[config.mk]
export PLATFORM = sky130hd
export DESIGN_NAME = irq_controller_vec
export DESIGN_NICKNAME = d
export VERILOG_FILES = /design/src/rtl/irq_controller_vec.sv
export SDC_FILE = /design/constraint.sdc
export NUM_CORES = 1
export LEC_CHECK = 0
export ABC_AREA = 1
export CAP_MARGIN = 20
export CELL_PAD_IN_SITES_DETAIL_PLACEMENT = 2
export CELL_PAD_IN_SITES_GLOBAL_PLACEMENT = 2
export CORE_MARGIN = 2
export CORE_UTILIZATION = 25
export CTS_CLUSTER_DIAMETER = 100
export CTS_CLUSTER_SIZE = 14
export DETAILED_ROUTE_END_ITERATION = 10
export PLACE_DENSITY_LB_ADDON = 0.1
export RECOVER_POWER = 25
export SLEW_MARGIN = 25
export SYNTH_ARGS = -nofsm -noshare
export SYNTH_HDL_FRONTEND = slang
export SYNTH_SLANG_ARGS = --single-unit
[constraint.sdc]
create_clock -name clk_i -period 2.15 [get_ports clk_i]
set_input_delay 0.215 -clock clk_i [delete_from_list [all_inputs] [get_ports clk_i]]
set_output_delay 0.215 -clock clk_i [all_outputs]
set_load 0.03 [all_outputs]
[src/rtl/irq_controller_vec.sv]
// irq_controller_vec: multi-source fixed-priority interrupt controller with ISR/exception residency tracking
module irq_controller_vec #(
  parameter int                 IRQ_NUM     = 16,
  parameter int                 SYNC_STAGES = 2,
  parameter logic [IRQ_NUM-1:0] EDGE_MASK   = '0,
  parameter int                 CAUSE_BASE  = 16
) (
  input  logic                                 clk_i,
  input  logic                                 rst_ni,
  input  logic                                 stall_i,
  input  logic                                 exception_i,
  input  logic                                 mret_i,
  input  logic                                 mie_i,
  input  logic [IRQ_NUM-1:0]                   irq_mask_i,
  input  logic [IRQ_NUM-1:0]                   irq_req_i,
  output logic                                 irq_o,
  output logic [31:0]                          irq_cause_o,
  output logic [(IRQ_NUM>1 ? $clog2(IRQ_NUM) : 1)-1:0] irq_id_o,
  output logic [IRQ_NUM-1:0]                   irq_ret_o,
  output logic                                 busy_o
);
  localparam int IW = (IRQ_NUM > 1) ? $clog2(IRQ_NUM) : 1;

  typedef enum logic [1:0] {IDLE, ISR, EXC, ISR_EXC} state_t;

  state_t             state;
  logic [IRQ_NUM-1:0] s, s_prev, rise, pend_edge, pending, el, clr;
  logic [IW-1:0]      winner, cur_id, sel_id;
  logic [30:0]        cause_sum;
  logic               take, exc_take, ret;

  generate
    if (SYNC_STAGES == 0) begin : g_nosync
      assign s = irq_req_i;
    end else begin : g_sync
      logic [IRQ_NUM-1:0] sq [SYNC_STAGES];
      // Shift raw requests through a chain of flops to resynchronise them to clk_i
      always_ff @(posedge clk_i or negedge rst_ni) begin
        if (!rst_ni) begin
          for (int i = 0; i < SYNC_STAGES; i++) sq[i] <= '0;
        end else begin
          sq[0] <= irq_req_i;
          for (int i = 1; i < SYNC_STAGES; i++) sq[i] <= sq[i-1];
        end
      end
      assign s = sq[SYNC_STAGES-1];
    end
  endgenerate

  assign rise     = s & ~s_prev & EDGE_MASK;
  assign pending  = (pend_edge & EDGE_MASK) | (s & ~EDGE_MASK);
  assign el       = pending & irq_mask_i;
  assign irq_o    = (state == IDLE) & mie_i & ~exception_i & (|el);
  assign take     = irq_o & ~stall_i;
  assign exc_take = exception_i & ~stall_i;
  assign ret      = mret_i & ~stall_i;
  assign clr      = take ? (IRQ_NUM'(1) << winner) : '0;
  assign busy_o   = (state == ISR) | (state == ISR_EXC);

  // Lowest set index of the eligible set wins
  always_comb begin
    winner = '0;
    for (int k = IRQ_NUM - 1; k >= 0; k--) if (el[k]) winner = IW'(k);
  end

  // Outside IDLE the reported source is the one in service
  always_comb begin
    sel_id      = (state == IDLE) ? winner : cur_id;
    cause_sum   = 31'(CAUSE_BASE) + 31'(sel_id);
    irq_cause_o = {1'b1, cause_sum};
    irq_id_o    = sel_id;
  end

  // Edge latches: a new rising edge wins over the clear caused by taking the same source
  always_ff @(posedge clk_i or negedge rst_ni) begin
    if (!rst_ni) begin
      s_prev    <= '0;
      pend_edge <= '0;
    end else begin
      s_prev    <= s;
      pend_edge <= ((pend_edge & ~clr) | rise) & EDGE_MASK;
    end
  end

  // Residency FSM; the acknowledge pulse is registered and lasts one cycle
  always_ff @(posedge clk_i or negedge rst_ni) begin
    if (!rst_ni) begin
      state     <= IDLE;
      cur_id    <= '0;
      irq_ret_o <= '0;
    end else begin
      irq_ret_o <= '0;
      case (state)
        IDLE: begin
          if (take) begin
            state  <= ISR;
            cur_id <= winner;
          end else if (exc_take) state <= EXC;
        end
        ISR: begin
          if (exc_take) state <= ISR_EXC;
          else if (ret) begin
            state     <= IDLE;
            irq_ret_o <= IRQ_NUM'(1) << cur_id;
          end
        end
        EXC:     if (ret) state <= IDLE;
        default: if (ret) state <= ISR;
      endcase
    end
  end
endmodule
==> impl_metrics.py <==
metrics = {
    "setup_path": {
        "rrSetupSlack_ps": 320,
        "crit_type": "in2out",
        "cp_max_fo": 2,
        "cp-end-kind": "output port",
        "r2r_start": "state[0]",
        "r2r_end": "state[1]",
        "arrival_ps": 1810,
        "ff2ff_path_depth": 11,
        "worstSetupStartpointType": "input pin",
        "required_ps": 1930,
    },
    "yosys": {
        "yosys.cell_types.count": 23,
        "avgSynthCellArea_sq_um": 10.24,
        "ys_ff_latch": 54,
        "synth_area_sq_um": 2273,
        "yosys_warnings": 0,
        "syn_inst": 222,
        "seq_area_frac_synth_pct": 59.44,
    },
    "cts": {
        "clk_latency_ps": 300,
        "h-tree-depth": 2,
        "numClockSinks": 54,
        "clkSlewWorstSetupHoldPaths_ps": 90,
        "cts_max_path_buffers": 2,
        "cts_tree": "yes",
        "cts-root-buf": "clkbuf_8",
        "cts_buffers": 5,
    },
    "routing": {
        "routedWlPerCell_um": 12.58,
        "vias_per_cell": 4.000,
        "first_pass_iters": 3,
        "ant_nets": 0,
        "drc": 0,
        "vias": 1600,
        "drt_wl_total_um": 5030,
        "drt-initial-drc-count": 28,
    },
    "sta": {
        "finClkSkew_ps": 8.917,
        "grt_setup_unrepaired": "yes",
        "period_needed_ps": 2028,
        "fin_hold_ws_ps": 354.7,
        "report.final.slew_viol_count": 0,
        "finalSetupViolCount": 0,
        "fin_crit_sh_pct": 94.34,
        "hold_viol": 0,
        "fin_tns_setup_ps": 0,
        "tightest_slew_ps": 640.5,
        "worst_slack_ps": 121.7,
        "max_freq_mhz": 493.0,
        "max_slew_margin_pct": 57.30,
    },
    "min_path": {
        "hold_path_depth": 0,
        "hp-start": "g_sync.sq[18]",
        "hold_class": "reg2reg",
        "hold_end": "pending[2]",
    },
    "layout": {
        "final_cell_mix": "dfrtp_1 (54), nand2_1 (41), clkdlybuf4s50_1 (36), conb_1 (28), nor2_1 (22)",
        "multi_input_area_sq_um": 773.2,
        "layout_commonest_cell": "dfrtp_1",
        "num_antenna_cells": 0,
        "seq_area_sq_um": 1351,
        "fillCellCount": 957,
        "area_growth_pct": 36.21,
        "drive_above_1_share_pct": 17.12,
        "finalNonFillerCells": 400,
        "nets": 333,
    },
    "grt": {
        "grt_pass1_vias": 1655,
        "grt_max_degree": 29,
        "grt_overflow": 0,
        "grt_pass1_wl_um": 8162,
        "grt_use_total_pct": 10.55,
        "antenna_found_initial": 0,
    },
    "die": {
        "design.die.area_sq_um": 9872,
        "die_x_um": 99.36,
        "coreArea_sq_um": 8763,
        "initial_utilization_pct": 25.94,
        "io_pins": 92,
        "rows": 34,
        "fp.dieH_um": 99.36,
    },
    "placement": {
        "numPortBuffers": 63,
        "gp_congestion": 0.6707,
        "placed_cells": 389,
        "dpl.hpwl_um": 4008,
        "pre_cts_ws_ps": 17.26,
    },
    "power_and_ir_drop": {
        "leakage_nw": 1.471,
        "ir_worst_vdd_mv": 0.2363,
        "power_density_nw_per_um2": 936.3,
        "total_power_w": 0.002899,
    },
    "job": {
        "cap_violations": 0,
    },
    "run_status": {
        "status": "complete, no violations",
    },
}
[what timing repair did]
item	CTS	global route
hold endpoints to repair	26	0
buffers inserted	0	2
hold buffers	1	0
gates resized for setup	4	13
pin swaps	0	4
setup endpoints to repair	9	8
[cells by family (layout without fill, tap and decap cells)]
logic type,count (synthesis),count (layout),synth area share [%]
other cells,2,28,0.3303
buf+inv,46,90,12.88
simple gates,99,99,19.76
flops,54,54,59.44
compound gates,17,17,5.394
fa+ha+maj,4,4,2.202
[cells in the mapped netlist (all sizes together)]
cell type | n | area share, %
nand4 | 1 | 0.28
conb | 2 | 0.33
dfrtp | 54 | 59
o31ai | 1 | 0.33
a31oi | 1 | 0.28
nand3 | 14 | 3.1
o32ai | 1 | 1.2
o21bai | 1 | 0.33
inv | 14 | 2.3
a32oi | 1 | 0.39
o21a | 1 | 0.39
buf | 32 | 11
o21ai | 10 | 2.2
o22ai | 1 | 0.28
ha | 4 | 2.2
nand2 | 59 | 12
nor2 | 25 | 4.9
[through the flow]
stage | util, % | instance area (sq um)
floorplan | - | 2371
global placement | 33.20 | 2909
detailed placement | 33.20 | 2909
CTS | 34.58 | 3030
global route | 35.34 | 3097
finish | 35.34 | 3097
[final cells by class]
class                           count  share of cell area (%)
Clock buffer                        6                   2.343
Clock inverter                      2                   1.212
Inverter                           14                   1.697
Multi-Input combinational cell    148                   24.97
Sequential cell                    54                   43.64
Tap cell                          108                   4.364
Timing Repair Buffer               68                   21.78
[metal layers]
layer	routed length, um	vias up	track usage, %
met5	0	-	0
met4	73	0	4.426
met3	301	4	2.319
met2	2459	59	17.05
met1	2195	765	13.71
li1	-	772	-
[power breakdown]
group	internal, W	switching (W)	total, W
combinational	0.000401	0.000650	0.00105
sequential	0.00109	0.0000819	0.00118
clock	0.000348	0.000325	0.000673
[registers in the layout, indices dropped and copies added (netlist names)]
register   cells
g_sync.sq     16
state          2
cur_id         4
irq_ret_o     16
pending       16
[worst max-delay path by stage]
stage,from,to,slack (ps),cells past startpoint
finish,irq_mask_i[15],irq_cause_o[0],120,20
global route,pending[15],irq_id_o[0],-130,19
CTS,pending[14],irq_cause_o[0],4,18
detailed placement,irq_mask_i[15],irq_cause_o[0],20,20
global placement,irq_mask_i[15],irq_id_o[0],70,20
floorplan,state[0],irq_id_o[2],-80,5
[critical path: stages]
cell	delay, ps
clkdlybuf4s50_1	450
nand2_1	70
inv_1	50
nand2_1	40
nand2_1	50
nand2_1	50
nand2_1	50
nand2_1	50
nand2_1	50
nand2_1	50
nand2_1	50
nand2_1	40
nand2_1	50
nand2_1	40
nand2_1	50
nand2_1	60
nand2_2	80
nand3_2	60
nand2_2	100
buf_6	130
No activity file was read; power rests on OpenSTA's default activity.
==> variant 1, RTL diff (same settings) <==
The parameter `SYNC_STAGES` goes from 2 to 4.
--- a/src/rtl/irq_controller_vec.sv
+++ b/src/rtl/irq_controller_vec.sv
@@ -1,7 +1,7 @@
 // irq_controller_vec: multi-source fixed-priority interrupt controller with ISR/exception residency tracking
 module irq_controller_vec #(
   parameter int                 IRQ_NUM     = 16,
-  parameter int                 SYNC_STAGES = 2,
+  parameter int                 SYNC_STAGES = 4,
   parameter logic [IRQ_NUM-1:0] EDGE_MASK   = '0,
   parameter int                 CAUSE_BASE  = 16
 ) (
Formal check against the unedited RTL: not equivalent (a bounded check fails within 4 cycles, from zero or initial values and one cycle with rst_ni low).
==> variant 1 against the original RTL <==
  * Sequential share of layout area is 9.0 points higher
  * Total power increased by 52%
  * Non-clock buffer count fell by 1
  * Setup slack improved by 0.020 ns
  * Cell area up 32%
  * Die area rose by 34%
  * Routed wire length up 14%
  * Synthesized area grew 35%
  * Sequential cell count increased by 32
  * Maximum frequency grew 1.0%
  * Critical path type unchanged
  * Critical endpoint is now irq_id_o[0]
  * Largest cell class unchanged
  * Largest power group unchanged
==> variant 1: results (changes against the original RTL) <==
metric,value,unit,change
antenna_found_initial,0,,unchanged
avgSynthCellArea,12.2,sq um,was 10.2 sq um
hpwl,4340,microns,was 4010 microns
place_ws,0.0553,ns,was 0.0173 ns
hold_depth,0,,unchanged
r2r_slack,0.30,ns,was 0.32 ns
synth_common_cells,"dfrtp_1, nand2_1, buf_4, nor2_1",,"was dfrtp_1, nand2_1, buf_4, nor2_1, nand3_1"
grt_pass1_wl,9490,microns,was 8160 microns
largest_register_ffs,48,,
crit_fanout,2,,unchanged
place_congestion,0.671,,about the same
internal-power,2.95,mW,was 1.84 mW
grt_pass1_vias,1970,,"was 1,655"
outcome,completed,,unchanged
skew,0.00934,ns,was 0.00892 ns
peakVddDrop,0.000352,V,was 0.000236 V
antenna_cells,0,,unchanged
yosys-top-cells-area,"dfrtp_1, buf_4, nand2_1, nor2_1, nand2_2",,"was dfrtp_1, buf_4, nand2_1, nor2_1, nand3_1"
cts.clk_slew.worst_paths,0.06,ns,was 0.09 ns
hold_path.startpoint,g_sync.sq[20]$_DFF_PN0_,,was g_sync.sq[18]$_DFF_PN0_
worstPathArrival,1.79,ns,was 1.81 ns
p_leak,1.90,nW,was 1.47 nW
hold_path.class,reg -> reg,,unchanged
reg2reg_depth,9,,was 11
rr_endpoint,state[0]$_DFFE_PN0P_,,was state[1]$_DFFE_PN0P_
wl_per_cell,12.0,microns,was 12.6 microns
vias,1853,,"was 1,600"
root_buffer,clkbuf_16,,was clkbuf_8
dp.cells,457,,was 389
grt_start_max_net_pins,54,,was 29
htree_levels,3,,was 2
fillers,1291,,was 957
drive_gt1_share,16.4,%,was 17.1%
ys_types,24,,was 23
synth_warnings,0,,unchanged
crit_start,irq_mask_i[15],,unchanged
cts_buffer_depth,2,,unchanged
firstDrtPassIters,4,,was 3
whs_endpoint,pending[4]$_DFF_PN0_,,was pending[2]$_DFF_PN0_
grt_use_total,9.51,%,was 10.6%
async_reset_ff_share,100,%,unchanged
rr_startpoint,state[0]$_DFFE_PN0P_,,unchanged
top_register,g_sync.sq,,
ys_seq_area_share,69.9,%,was 59.4%
port_buffers,63,,unchanged
instances_no_fill,476,,was 400
first_iter_violations,18,,was 28
nNetsFinal,366,,was 333
clock_latency,0.33,ns,was 0.30 ns
cts_buffers,9,,was 5
==> variant 1: stage by stage <==
stage	hold WS, ns	area [sq um]
final	0.339	4090
after global routing	0.355	4090
after CTS	0.300	4040
after detailed placement	0.210	3760
after global placement	0.201	3760
after floorplan	-0.0806	3170
==> variant 1: power groups by stage <==
stage	registers [mW]	clock network (mW)	logic [mW]
final	1.83	1.41	1.15
after global routing	1.85	1.55	1.28
after CTS	1.84	1.49	1.13
after detailed placement	1.87	0	1.13
after global placement	1.86	0	1.11
after floorplan	1.85	0	0.809
==> variant 1: worst max-delay path: stages <==
cell             delay [ns]
clkdlybuf4s50_1        0.46
nand2_1                0.06
inv_1                  0.05
nand2_1                0.04
nand2_1                0.05
nand2_1                0.04
nand2_1                0.05
nand2_1                0.04
nand2_1                0.05
nand2_1                0.04
nand2_1                0.05
nand2_1                0.05
nand2_1                0.05
nand2_1                0.05
nand2_1                0.05
nand2_1                0.05
nand2_2                0.07
nand3_2                0.06
nand2_2                0.11
buf_6                  0.14
==> variant 1: kinds of logic (layout without fill, tap and decap cells) <==
logic type | after synthesis | after routing | synth area share [%]
flops | 86 | 86 | 69.9
fa+ha+maj | 4 | 4 | 1.63
simple gates | 102 | 102 | 15.5
buf+inv | 44 | 95 | 9.27
other cells | 2 | 28 | 0.244
compound gates | 14 | 14 | 3.46
==> variant 1: timing repair <==
| item | CTS | global route |
|---|---|---|
| pin swaps | 0 | 3 |
| hold buffers | 1 | 0 |
| gates resized for setup | 4 | 9 |
| endpoints found under the hold margin | 33 | 0 |
| endpoints found under the setup margin | 7 | 6 |
| setup buffers | 0 | 2 |
==> variant 1: cell type report <==
cell class | count | area (sq um) | share of cell area, %
clock buffer | 10 | 229 | 5.60
clock inverter | 6 | 46.3 | 1.13
inverter | 12 | 45.0 | 1.10
multi-input combinational | 148 | 761 | 18.6
sequential | 86 | 2150 | 52.7
tap | 147 | 184 | 4.50
timing repair buffer | 67 | 669 | 16.4
==> variant 1: per-layer routing <==
metal / vias to the layer above / GRT usage, % / wire, microns
met3: 6 / 3.16 / 330
li1: 877 / - / -
met5: - / 0 / 0
met2: 59 / 16.3 / 2940
met4: 0 / 4.10 / 81
met1: 911 / 10.9 / 2370
==> variant 1: how the worst max path moves through the flow <==
stage	cells past startpoint	slack, ns	to
2_1_floorplan	5	-0.01	irq_id_o[3]
3_3_place_gp	20	0.07	irq_cause_o[0]
3_5_place_dp	20	0.06	irq_id_o[0]
4_1_cts	5	0.008	irq_cause_o[1]
5_1_grt	18	-0.11	irq_id_o[0]
6_report	20	0.14	irq_id_o[0]
==> variant 2, RTL diff (same flow settings) <==
Made on the original files. Re-encode `state_t` (4 states) as one-hot, 4 bits wide.
--- a/src/rtl/irq_controller_vec.sv
+++ b/src/rtl/irq_controller_vec.sv
@@ -21,7 +21,7 @@
 );
   localparam int IW = (IRQ_NUM > 1) ? $clog2(IRQ_NUM) : 1;
 
-  typedef enum logic [1:0] {IDLE, ISR, EXC, ISR_EXC} state_t;
+  typedef enum logic [3:0] {IDLE = 4'b0001, ISR = 4'b0010, EXC = 4'b0100, ISR_EXC = 4'b1000} state_t;
 
   state_t             state;
   logic [IRQ_NUM-1:0] s, s_prev, rise, pend_edge, pending, el, clr;
Check against the original RTL: no difference found for any inputs over 10 cycles, from zero or initial values and one cycle with rst_ni low; not proved beyond that.
==> variant 2 against the original RTL <==
  * Synthesized cell count increased by 4.5%
  * Sequential cell count rose by 2
  * Global-route usage is 0.43 points higher
  * Worst hold slack better by 0.0033 ns
  * Total power shrank 4.8%
  * Synthesized area rose by 1.0%
  * Combinational power shrank 11%
  * Cell area rose by 1.3%
  * Critical path type is now reg -> out
  * Sequential power up 4%
  * Setup slack worse by 0.022 ns
  * Routed wire length increased by 3.5%
==> variant 2: results (changes against the original RTL) <==
metric,value,unit,change
outcome,completed,,unchanged
ys_types,25,,was 23
root_buffer,clkbuf_8,,unchanged
crit_fanout,5,,was 2
max_slew_margin,6.66,%,was 57.3%
reg2reg_depth,10,,was 11
port_buffers,63,,unchanged
async_reset_ff_share,100,%,unchanged
place_ws,0.0444,ns,was 0.0173 ns
grt_start_max_net_pins,33,,was 29
cts_buffers,5,,unchanged
cts.clk_slew.worst_paths,0.10,ns,
antenna_cells,0,,unchanged
placed_area,0.00299,sq mm,was 0.00291 sq mm
ys_seq_area_share,61.1,%,was 59.4%
clock_latency,0.31,ns,
skew,0.00916,ns,was 0.00892 ns
htree_levels,2,,unchanged
p_leak,1.48,nW,was 1.47 nW
firstDrtPassIters,4,,was 3
switchingPower,1.03,mW,was 1.06 mW
yosys-top-cells-area,"dfrtp_1, buf_4, nand2_1, nor2_1, nand3_1",,unchanged
synth_ff_type,dfrtp_1,,unchanged
hpwl,4220,microns,was 4010 microns
place_congestion,0.724,,was 0.671
grt_use_total,11.0,%,was 10.6%
cts_buffer_depth,2,,unchanged
vias,1673,,"was 1,600"
synth_warnings,0,,unchanged
hold_path.class,reg -> reg,,unchanged
first_iter_violations,26,,was 28
worstPathArrival,1.84,ns,was 1.81 ns
peakVddDrop,0.000359,V,was 0.000236 V
synth_common_cells,"nand2_1, dfrtp_1, buf_4, nor2_1, nand3_1",,"was dfrtp_1, nand2_1, buf_4, nor2_1, nand3_1"
antenna_found_initial,0,,unchanged
grt_pass1_vias,1793,,"was 1,655"
grt_pass1_wl,8490,microns,was 8160 microns
wl_per_cell,12.6,microns,about the same
hold_depth,0,,unchanged
drive_gt1_share,15.0,%,was 17.1%
fillers,955,,was 957
nNetsFinal,343,,was 333
variant 2: cell count changes in the layout (fill, tap and decap cells not counted), sizes merged, moves of 2 or more:
cell,change
ha,-4
buf,+3
nor2,+5
clkinv,+2
a21oi,+2
nand3,+4
nor3,+3
variant 2: final timing paths:
check / slack, ns / startpoint / endpoint
worst min register to register: 0.36 / g_sync.sq[28]$_DFF_PN0_ / pending[12]$_DFF_PN0_
worst max-delay path: 0.1 / state[2]$_DFFE_PN0P_ / irq_o
worst min-delay path: 0.36 / g_sync.sq[28]$_DFF_PN0_ / pending[12]$_DFF_PN0_
max in group asynchronous: 0.50 / rst_ni / state[0]$_DFFE_PN1P_
min in group asynchronous: 0.76 / rst_ni / g_sync.sq[29]$_DFF_PN0_
worst max register to register: 0.19 / state[2]$_DFFE_PN0P_ / state[1]$_DFFE_PN0P_
variant 2: kinds of logic (layout without fill, tap and decap cells):
| family | after synthesis | in the layout | synth area share (%) |
|---|---|---|---|
| DFF | 56 | 56 | 61.1 |
| other | 2 | 28 | 0.327 |
| and+or+nand+nor | 111 | 111 | 20.8 |
| AOI/OAI and AO/OA | 16 | 16 | 4.96 |
| buffers and inverters | 47 | 95 | 12.9 |
variant 2: layout make-up:
class,count,area share (%)
clock buffer,5,2.19
clock inverter,3,0.678
inverter,15,1.88
multi-input combinational,155,22.9
sequential,56,44.8
tap,108,4.31
timing repair buffer,72,23.2
variant 2: timing repair:
action / CTS / global route
endpoints found under the setup margin: 3 / 9
endpoints found under the hold margin: 24 / 0
buffers inserted: 0 / 2
resized for setup: 3 / 13
pin swaps: 0 / 7
hold buffers: 1 / 0
variant 2: layer usage:
layer  up-vias  part of all wire [%]  track usage (%)
li1        814                     -                -
met1       796                    44             13.8
met2        61                    50             18.7
met3         2                   5.2             2.37
met4         0                   1.1             4.11
met5         -                     0                0
variant 2: stage by stage:
step	std cells	util, %
6_report	414	35.6
5_1_grt	414	35.6
3_3_place_gp	403	33.9
3_5_place_dp	403	33.9
2_1_floorplan	258	-
4_1_cts	412	35.1
variant 2: critical path: stages, from the launching register on:
cell and delay [ns]:
dfrtp_2 0.45, nor2_2 0.10, inv_2 0.06, nor3_4 0.30, nand3_2 0.16, a41oi_4 0.30
buf_12 0.16
variant 2: power by group through the flow:
stage	combinational, mW	sequential (mW)	clock (mW)
final	0.938	1.23	0.589
after global routing	1.04	1.25	0.661
after CTS	0.925	1.23	0.620
after detailed placement	0.931	1.25	0
after global placement	0.923	1.25	0
after floorplan	0.626	1.24	0
